$ cat src/rtl/lvds_rx_frame_aligner_if.sv
// Lane/status bundle between the LVDS buffer stage (master) and the frame aligner (slave).
interface lvds_rx_frame_aligner_if #(
    parameter int unsigned BUS_WIDTH  = 1,
    parameter int unsigned WORD_WIDTH = 8
);
    logic [BUS_WIDTH-1:0]            data_s;
    logic                            frame_s;
    logic                            align_enable;
    logic [BUS_WIDTH*WORD_WIDTH-1:0] data_out;
    logic                            word_valid;
    logic                            locked;
    logic [$clog2(WORD_WIDTH)-1:0]   bit_offset;
    logic                            lock_lost;

    modport master (
        output data_s, frame_s, align_enable,
        input  data_out, word_valid, locked, bit_offset, lock_lost
    );

    modport slave (
        input  data_s, frame_s, align_enable,
        output data_out, word_valid, locked, bit_offset, lock_lost
    );
endinterface

$ cat src/rtl/lvds_rx_frame_aligner.sv
// Deserialises LVDS lanes MSB-first, hunts FRAME_PATTERN on the frame lane for the
// word boundary, confirms lock over LOCK_COUNT frames and drops it after LOSS_COUNT misses.
module lvds_rx_frame_aligner #(
    parameter int unsigned           BUS_WIDTH     = 1,
    parameter int unsigned           WORD_WIDTH    = 8,
    parameter logic [WORD_WIDTH-1:0] FRAME_PATTERN = 8'hF0,
    parameter int unsigned           LOCK_COUNT    = 4,
    parameter int unsigned           LOSS_COUNT    = 2
) (
    input logic                    clock,
    input logic                    reset_n,
    lvds_rx_frame_aligner_if.slave bus
);
    localparam int unsigned   OW       = $clog2(WORD_WIDTH);
    localparam int unsigned   GW       = $clog2(LOCK_COUNT + 1);
    localparam int unsigned   MW       = $clog2(LOSS_COUNT + 1);
    localparam logic [OW-1:0] FCNT_MAX = OW'(WORD_WIDTH - 1);
    localparam logic [GW-1:0] LOCK_N   = GW'(LOCK_COUNT);
    localparam logic [MW-1:0] LOSS_N   = MW'(LOSS_COUNT);

    typedef enum logic [1:0] {SEARCH, CONFIRM, LOCKED} state_t;

    state_t                               state;
    logic [BUS_WIDTH-1:0][WORD_WIDTH-1:0] sr;
    logic [BUS_WIDTH-1:0][WORD_WIDTH-1:0] data_out_q;
    logic [WORD_WIDTH-1:0]                fr;
    logic [OW-1:0]                        fcnt;
    logic [OW-1:0]                        offset_q;
    logic [GW-1:0]                        good_cnt;
    logic [MW-1:0]                        miss_cnt;
    logic                                 word_valid_q;
    logic                                 locked_q;
    logic                                 lock_lost_q;

    logic          match;
    logic          boundary;
    logic [GW-1:0] good_inc;
    logic [MW-1:0] miss_inc;

    assign match    = (fr == FRAME_PATTERN);
    assign boundary = (fcnt == offset_q);
    assign good_inc = good_cnt + GW'(1);
    assign miss_inc = miss_cnt + MW'(1);

    assign bus.data_out   = data_out_q;
    assign bus.word_valid = word_valid_q;
    assign bus.locked     = locked_q;
    assign bus.bit_offset = offset_q;
    assign bus.lock_lost  = lock_lost_q;

    always_ff @(posedge clock or negedge reset_n) begin
        if (!reset_n) begin
            sr   <= '0;
            fr   <= '0;
            fcnt <= '0;
        end else begin
            fr <= {fr[WORD_WIDTH-2:0], bus.frame_s};
            for (int unsigned i = 0; i < BUS_WIDTH; i++) begin
                sr[i] <= {sr[i][WORD_WIDTH-2:0], bus.data_s[i]};
            end
            fcnt <= (fcnt == FCNT_MAX) ? '0 : fcnt + 1'b1;
        end
    end

    always_ff @(posedge clock or negedge reset_n) begin
        if (!reset_n) begin
            state        <= SEARCH;
            offset_q     <= '0;
            good_cnt     <= '0;
            miss_cnt     <= '0;
            data_out_q   <= '0;
            word_valid_q <= 1'b0;
            locked_q     <= 1'b0;
            lock_lost_q  <= 1'b0;
        end else begin
            word_valid_q <= 1'b0;
            lock_lost_q  <= 1'b0;
            // Disable overrides everything, including a loss on the same edge.
            if (!bus.align_enable) begin
                state    <= SEARCH;
                locked_q <= 1'b0;
                good_cnt <= '0;
                miss_cnt <= '0;
            end else begin
                unique case (state)
                    SEARCH: begin
                        if (match) begin
                            offset_q <= fcnt;
                            good_cnt <= GW'(1);
                            miss_cnt <= '0;
                            if (LOCK_COUNT == 1) begin
                                state    <= LOCKED;
                                locked_q <= 1'b1;
                            end else begin
                                state <= CONFIRM;
                            end
                        end
                    end
                    CONFIRM: begin
                        if (boundary) begin
                            if (match) begin
                                good_cnt <= good_inc;
                                if (good_inc == LOCK_N) begin
                                    state    <= LOCKED;
                                    locked_q <= 1'b1;
                                end
                            end else begin
                                state    <= SEARCH;
                                good_cnt <= '0;
                            end
                        end
                    end
                    LOCKED: begin
                        if (boundary) begin
                            // The word on the boundary that loses lock is dropped.
                            if (match || miss_inc != LOSS_N) begin
                                data_out_q   <= sr;
                                word_valid_q <= 1'b1;
                            end
                            if (match) begin
                                miss_cnt <= '0;
                            end else if (miss_inc == LOSS_N) begin
                                state       <= SEARCH;
                                locked_q    <= 1'b0;
                                lock_lost_q <= 1'b1;
                                miss_cnt    <= '0;
                                good_cnt    <= '0;
                            end else begin
                                miss_cnt <= miss_inc;
                            end
                        end
                    end
                    default: state <= SEARCH;
                endcase
            end
        end
    end
endmodule

$ cat src/flat_wrapper.sv
// flat-port wrapper written by rule: the top's interface ports become plain ports
module lvds_rx_frame_aligner_flat 
#(
    parameter int unsigned           BUS_WIDTH     = 1,
    parameter int unsigned           WORD_WIDTH    = 8,
    parameter logic [WORD_WIDTH-1:0] FRAME_PATTERN = 8'hF0,
    parameter int unsigned           LOCK_COUNT    = 4,
    parameter int unsigned           LOSS_COUNT    = 2
)
  (clock, reset_n, bus_data_s, bus_frame_s, bus_align_enable, bus_data_out, bus_word_valid, bus_locked, bus_bit_offset, bus_lock_lost);
  lvds_rx_frame_aligner_if #(.BUS_WIDTH(BUS_WIDTH), .WORD_WIDTH(WORD_WIDTH)) bus_i ();
  input logic clock;
  input logic reset_n;
  input wire logic [$bits(bus_i.data_s)-1:0] bus_data_s;
  input wire logic [$bits(bus_i.frame_s)-1:0] bus_frame_s;
  input wire logic [$bits(bus_i.align_enable)-1:0] bus_align_enable;
  output wire logic [$bits(bus_i.data_out)-1:0] bus_data_out;
  output wire logic [$bits(bus_i.word_valid)-1:0] bus_word_valid;
  output wire logic [$bits(bus_i.locked)-1:0] bus_locked;
  output wire logic [$bits(bus_i.bit_offset)-1:0] bus_bit_offset;
  output wire logic [$bits(bus_i.lock_lost)-1:0] bus_lock_lost;
  assign bus_i.data_s = bus_data_s;
  assign bus_i.frame_s = bus_frame_s;
  assign bus_i.align_enable = bus_align_enable;
  assign bus_data_out = bus_i.data_out;
  assign bus_word_valid = bus_i.word_valid;
  assign bus_locked = bus_i.locked;
  assign bus_bit_offset = bus_i.bit_offset;
  assign bus_lock_lost = bus_i.lock_lost;
  lvds_rx_frame_aligner #(.BUS_WIDTH(BUS_WIDTH), .WORD_WIDTH(WORD_WIDTH), .FRAME_PATTERN(FRAME_PATTERN), .LOCK_COUNT(LOCK_COUNT), .LOSS_COUNT(LOSS_COUNT)) u_core (.clock(clock), .reset_n(reset_n), .bus(bus_i));
endmodule
$ cat config.mk
export PLATFORM = sky130hd
export DESIGN_NAME = lvds_rx_frame_aligner_flat
export DESIGN_NICKNAME = d
export VERILOG_FILES = /design/src/rtl/lvds_rx_frame_aligner_if.sv /design/src/rtl/lvds_rx_frame_aligner.sv /design/src/flat_wrapper.sv
export SDC_FILE = /design/constraint.sdc
export NUM_CORES = 1
export LEC_CHECK = 0
export CORE_MARGIN = 5
export CORE_UTILIZATION = 54
export DETAILED_ROUTE_END_ITERATION = 7
export GPL_ROUTABILITY_DRIVEN = 0
export PLACE_DENSITY = 0.89
export SLEW_MARGIN = 20
export SYNTH_ARGS = -nofsm -noshare
export SYNTH_HDL_FRONTEND = slang
export SYNTH_SLANG_ARGS = --single-unit
$ cat constraint.sdc
create_clock -name clock -period 2.3 [get_ports clock]
set_input_delay 0.575 -clock clock [delete_from_list [all_inputs] [get_ports clock]]
set_output_delay 0.575 -clock clock [all_outputs]
set_load 0.1 [all_outputs]
==> results of run 1 <==
cells by family (layout without fill, tap and decap cells):
logic type | count (synthesis) | in the layout | synth area share
mux | 14 | 14 | 0.09672
flops | 40 | 40 | 0.6093
compound gates | 15 | 15 | 0.07998
simple gates | 32 | 32 | 0.1127
buf+inv | 7 | 39 | 0.01675
fa+ha+maj | 9 | 9 | 0.06855
xor+xnor | 3 | 3 | 0.01600
placed cells by master, fill, tap and decap left out, types with 2 or more instances in the layout:
master	n
o21ai_0	2
mux2_2	11
nor2_1	6
dfrtp_1	37
bufinv_16	2
a31oi_1	5
buf_4	21
o211ai_1	2
mux2i_1	2
nand2_1	7
ha_1	9
clkdlybuf4s50_1	3
clkbuf_4	5
and3_1	3
dfrtp_2	3
inv_1	6
xor2_1	3
nor3_1	2
or3_1	2
nor2b_1	3
synthesized netlist by cell type:
master     n
a31oi_1    5
a32o_1     1
a32oi_4    1
and3_1     3
and3_4     1
buf_2      1
dfrtp_1   40
ha_1       9
inv_1      6
mux2_2    11
mux2_4     1
mux2i_1    2
nand2_1    7
nand2b_1   1
nand3_1    1
nand3_2    1
nand4_1    1
nand4_2    1
nor2_1     6
nor2b_1    3
nor3_1     2
nor3b_1    1
o211ai_1   2
o21a_1     1
o21ai_0    2
o21ai_4    1
o21bai_1   1
o22ai_1    1
or2_1      1
or3_1      2
or4_4      1
xor2_1     3
area by class of cell:
cell class	count	area (um^2)	area share
Clock buffer	6	41.29	0.02089
Clock inverter	2	60.06	0.03038
Sequential cell	40	1005	0.5082
Timing Repair Buffer	25	192.7	0.09747
Multi-Input combinational cell	73	614.3	0.3108
Tap cell	33	41.29	0.02089
Inverter	6	22.52	0.01139
metrics by stage:
step                utilization  cell area (um^2)  worst slack (ns)  hold slack, ns
finish                   0.6639              1977            0.2722         0.09400
global route             0.6639              1977            0.2166         0.08903
CTS                      0.6639              1977            0.2713         0.09126
detailed placement       0.6298              1876            0.1856          0.3608
global placement         0.6298              1876            0.2330          0.3535
floorplan                     -              1647            0.1239          0.2794
critical path, stage by stage (launching register included):
cell     delay (ns)
dfrtp_1        0.41
or4_4          0.57
or2_1          0.28
nand3_2        0.15
and3_4         0.23
mux2_4         0.29
state kept, by name, indices dropped and copies added, names as in the netlist, 2 cells and up:
name                   count
u_core.bus.bit_offset      3
u_core.bus.data_out        8
u_core.fcnt                3
u_core.fr                  8
u_core.good_cnt            3
u_core.miss_cnt            2
u_core.sr                  8
u_core.state               2
worst min-delay path by stage:
stage          depth (start not counted)                                   end
2_1_floorplan                          0  u_core.bus.bit_offset[0]$_DFFE_PN0P_
3_3_place_gp                           0                u_core.sr[2]$_DFF_PN0_
3_5_place_dp                           0                u_core.sr[7]$_DFF_PN0_
4_1_cts                                1    u_core.bus.data_out[2]$_DFFE_PN0P_
5_1_grt                                1                u_core.sr[3]$_DFF_PN0_
6_report                               1    u_core.bus.data_out[2]$_DFFE_PN0P_
layer usage:
layer | wire length (um) | up-vias
met5 | 0 | -
met1 | 1243 | 528
met3 | 126 | 9
met2 | 1485 | 30
met4 | 95 | 0
li1 | - | 487
report_power, final:
group	internal, mW	switching [mW]	total, mW
sequential	0.744	0.0317	0.776
clock	0.339	0.227	0.566
combinational	0.116	0.227	0.343
==> metrics.yaml, run 1 <==
clocking:
  path_clk_slew_ns: 0.12
  cts_root_buffer: "clkbuf_4"
  cts_tree: "built"
  cts.hold.buffers_added: 0
  worstSkewPairLatency_ns: 0.35
  cts_htree_levels: 2
  ctsLongestPathBuffers: 2
  cts_buffers: 5
  cts_resized: 0
  postcts_setup_bufs: 0
  cts_num_sinks: 40
sta:
  total_setup_violations_reported_at_the_end_of_the_flow: 0
  skew_ns: 0.01248
  final-max-slew-violation-count: 0
  post-route-min-period_ns: 2.028
  count_of_final_hold_check_violations: 0
  timing.max_slew.rel_slack: 0.7660
  timing.fmax_mhz: 493.2
  tcrit_tclk_final: 0.8816
  tightest_slew_ns: 0.3483
  grt_setup_unrepaired: "false"
  fin_tns_setup_ns: 0
floorplanning:
  dieWidth_um: 65.16
  floorplan.core_area_um2: 2978
  design.die.area_um2: 4245
  std_cell_rows: 20
  start_util: 0.5517
  num_io_pins: 19
  die_y_um: 65.16
placement:
  port_buffers: 18
  placed_instances: 177
  dp_hpwl_mm: 2.270
drt:
  first_iter_violations: 61
  drt_drc_violations_left: 0
  detailedRoute.firstPassIterationCount: 4
  via_per_inst: 5.697
  number_of_vias_in_the_routed_layout: 1054
  wl_mm: 2.951
  antenna_violating_nets_left: 0
  post_drt_wl_per_cell_um: 15.95
critical_path:
  crit_arrival_ns: 2.27
  setup.worst_path.end: "u_core.good_cnt[1]$_DFFE_PN0P_"
  worstSetupEndpointType: "flip-flop"
  reg2reg_from: "u_core.fr[1]$_DFF_PN0_"
  critical_path.startpoint_type: "flip-flop"
  critPathKind: "reg2reg"
  rr_worst_depth: 5
  setup.worst_path.start: "u_core.fr[1]$_DFF_PN0_"
  endpoint_of_the_worst_register_to_register_path: "u_core.good_cnt[1]$_DFFE_PN0P_"
  timing.reg2reg.setup_slack_ns: 0.27
  timing.critical_path.fanout_max: 6
  worst-endpoint-required_ns: 2.54
grt:
  grt_use_met3: 0.05641
  grt_pass1_wl_mm: 5.057
  globalRouteTotalUtil: 0.1630
  first_global_vias: 1061
  grtUsageMet2: 0.2618
  globalRouteOverflowTotal: 0
  antenna_found_initial: 0
  grt_max_degree: 17
  global_route.peak_usage_layer: "met2"
  grt_util_met1: 0.1934
synth:
  synthCells: 120
  post-synth-top-area-fraction: 0.6093
  yosysWarningCount: 0
  synthTopCellsByArea: "dfrtp_1 61%, mux2_2 7.5%, ha_1 6.9%"
  yosys_register_bits: 40
  synth_largest_area_cell: "dfrtp_1"
  synth_nets: 134
  cell_area_after_synthesis_um2: 1643
  avg_synthesized_cell_area_um2: 13.69
  synth_cell_types: 32
  ys_seq_area_frac: 0.6093
power_and_ir_drop:
  powerDensity_nw_per_um2: 852.6
  post-layout-total-power_mw: 1.686
  total_leakage_power_nw: 0.9936
  peakVddDrop_mv: 0.4564
layout:
  layoutNonFillerInstCount: 185
  area.growth.synth_to_final_pct: 20.34
  n_antenna_cell: 0
  nets: 165
  drive_gt1_frac: 0.3289
  n_fill_cell: 234
flow_run:
  cap_violations: 0
worst_hold_path:
  worstHoldPathType: "in2async"
outcome:
  outcome: "finished clean"
Note: power is estimated with default switching activity, not from simulation.
==> run 2: changes to the inputs <==
--- a/config.mk
+++ b/config.mk
@@ -5,11 +5,14 @@
 export SDC_FILE = /design/constraint.sdc
 export NUM_CORES = 1
 export LEC_CHECK = 0
+export CAP_MARGIN = 20
 export CORE_MARGIN = 5
-export CORE_UTILIZATION = 54
+export CORE_UTILIZATION = 61
 export DETAILED_ROUTE_END_ITERATION = 7
+export DONT_BUFFER_PORTS = 1
 export GPL_ROUTABILITY_DRIVEN = 0
 export PLACE_DENSITY = 0.89
+export SKIP_LAST_GASP = 1
 export SLEW_MARGIN = 20
 export SYNTH_ARGS = -nofsm -noshare
 export SYNTH_HDL_FRONTEND = slang
==> metrics.yaml, run 2 (synthesis results as in run 1) <==
sta:
  timing.max_slew.rel_slack: 0.3932
  fin_tns_setup_ns: 0
  post-route-min-period_ns: 2.008
  skew_ns: 0.01120
  total_setup_violations_reported_at_the_end_of_the_flow: 0
  count_of_final_hold_check_violations: 0
  final-max-slew-violation-count: 0
  tightest_slew_ns: 0.9102
  grt_setup_unrepaired: "false"
  timing.fmax_mhz: 497.9
  tcrit_tclk_final: 0.8732
layout:
  n_fill_cell: 167
  combined_area_of_the_multi_input_logic_cells_um2: 614.3
  area.growth.synth_to_final_pct: 11.65
  regArea_um2: 1005
  layout_commonest_cell: "dfrtp_1"
  utilization: 0.7272
  drive_gt1_frac: 0.2687
  n_antenna_cell: 0
  layout.cells.most_common_list: "37 x dfrtp_1, 11 x mux2_2, 9 x ha_1"
  nets: 147
worst_hold_path:
  worstHoldPathType: "in2async"
clocking:
  worstSkewPairLatency_ns: 0.35
  cts_resized: 0
  ctsLongestPathBuffers: 2
  cts.hold.buffers_added: 1
  cts_buffers: 5
  cts_num_sinks: 40
  path_clk_slew_ns: 0.12
  cts_root_buffer: "clkbuf_4"
  cts_tree: "built"
  cts_htree_levels: 2
  postcts_setup_bufs: 0
floorplanning:
  design.die.area_um2: 3831
  dieWidth_um: 61.90
  floorplan.core_area_um2: 2522
  num_io_pins: 19
  std_cell_rows: 18
  start_util: 0.6513
  die_y_um: 61.90
critical_path:
  timing.critical_path.fanout_max: 7
  worst-endpoint-required_ns: 2.54
  worstSetupEndpointType: "flip-flop"
  critPathKind: "reg2reg"
  crit_arrival_ns: 2.25
  critical_path.startpoint_type: "flip-flop"
power_and_ir_drop:
  powerDensity_nw_per_um2: 858.5
  peakVddDrop_mv: 0.7805
  total_leakage_power_nw: 0.9071
drt:
  post_drt_wl_per_cell_um: 16.46
  via_per_inst: 5.829
  detailedRoute.firstPassIterationCount: 4
  wl_mm: 2.700
  antenna_violating_nets_left: 0
  first_iter_violations: 47
  drt_drc_violations_left: 0
  number_of_vias_in_the_routed_layout: 956
grt:
  grt_pass1_wl_mm: 4.685
  antenna_found_initial: 0
  grt_max_degree: 41
  globalRouteOverflowTotal: 0
  first_global_vias: 1022
  globalRouteTotalUtil: 0.1730
flow_run:
  cap_violations: 0
placement:
  port_buffers: 0
  dp_hpwl_mm: 1.870
outcome:
  outcome: "finished clean"
==> run 2: cell count changes in the layout (fill, tap and decap cells not counted), sizes merged <==
cell / delta
buf: -15
clkdlybuf4s50: -3
bufinv: -1
clkinv: +1
==> run 2: worst paths after layout <==
path / startpoint / endpoint / slack (ns) / depth (start not counted)
setup / recovery: u_core.state[0]$_DFFE_PN0P_ / u_core.good_cnt[1]$_DFFE_PN0P_ / 0.29 / 7
hold / removal: reset_n / u_core.bus.data_out[7]$_DFFE_PN0P_ / 0.04 / 1
setup reg to reg: u_core.state[0]$_DFFE_PN0P_ / u_core.good_cnt[1]$_DFFE_PN0P_ / 0.29 / 7
hold reg to reg: u_core.sr[6]$_DFF_PN0_ / u_core.sr[7]$_DFF_PN0_ / 0.38 / 0
max in group asynchronous: reset_n / u_core.bus.bit_offset[2]$_DFFE_PN0P_ / 2.04 / 1
min in group clock: bus_frame_s / u_core.fr[0]$_DFF_PN0_ / 0.24 / 0
==> run 2: final cells by class <==
class / instances / area share
clock buffer: 6 / 0.02797
clock inverter: 2 / 0.02115
inverter: 6 / 0.01228
multi-input combinational: 73 / 0.3349
sequential: 40 / 0.5477
tap: 30 / 0.02046
timing repair buffer: 7 / 0.03547
==> run 2: power by group <==
part / switching [mW] / internal (mW)
Sequential: 0.0292 / 0.744
Clock: 0.222 / 0.260
Combinational: 0.216 / 0.103
Total: 0.467 / 1.11
==> run 2: critical path: stages, from the launching register on <==
cell	delay (ns)
dfrtp_1	0.41
inv_1	0.10
ha_1	0.30
nand2_1	0.16
nand2_1	0.11
a32oi_4	0.27
and3_4	0.27
mux2_4	0.29
==> run 2: layer usage <==
| metal | GRT usage | vias up | wire length [um] |
|---|---|---|---|
| met5 | 0 | - | 0 |
| met4 | 0.06970 | 0 | 80 |
| met3 | 0.07025 | 14 | 230 |
| met2 | 0.2825 | 41 | 1308 |
| met1 | 0.2041 | 453 | 1080 |
| li1 | - | 448 | - |
==> run 2: through the flow <==
stage | cells | area, um^2 | power [mW] | worst slack (ns) | hold slack, ns
after CTS | 164 | 1834 | 1.584 | 0.2877 | 0.04028
after floorplan | 120 | 1647 | 1.021 | 0.1239 | 0.2794
final | 164 | 1834 | 1.575 | 0.2916 | 0.04278
after detailed placement | 155 | 1724 | 1.080 | 0.3157 | 0.2803
after global routing | 164 | 1834 | 1.646 | 0.1613 | 0.03131
after global placement | 155 | 1724 | 1.066 | 0.3607 | 0.2806
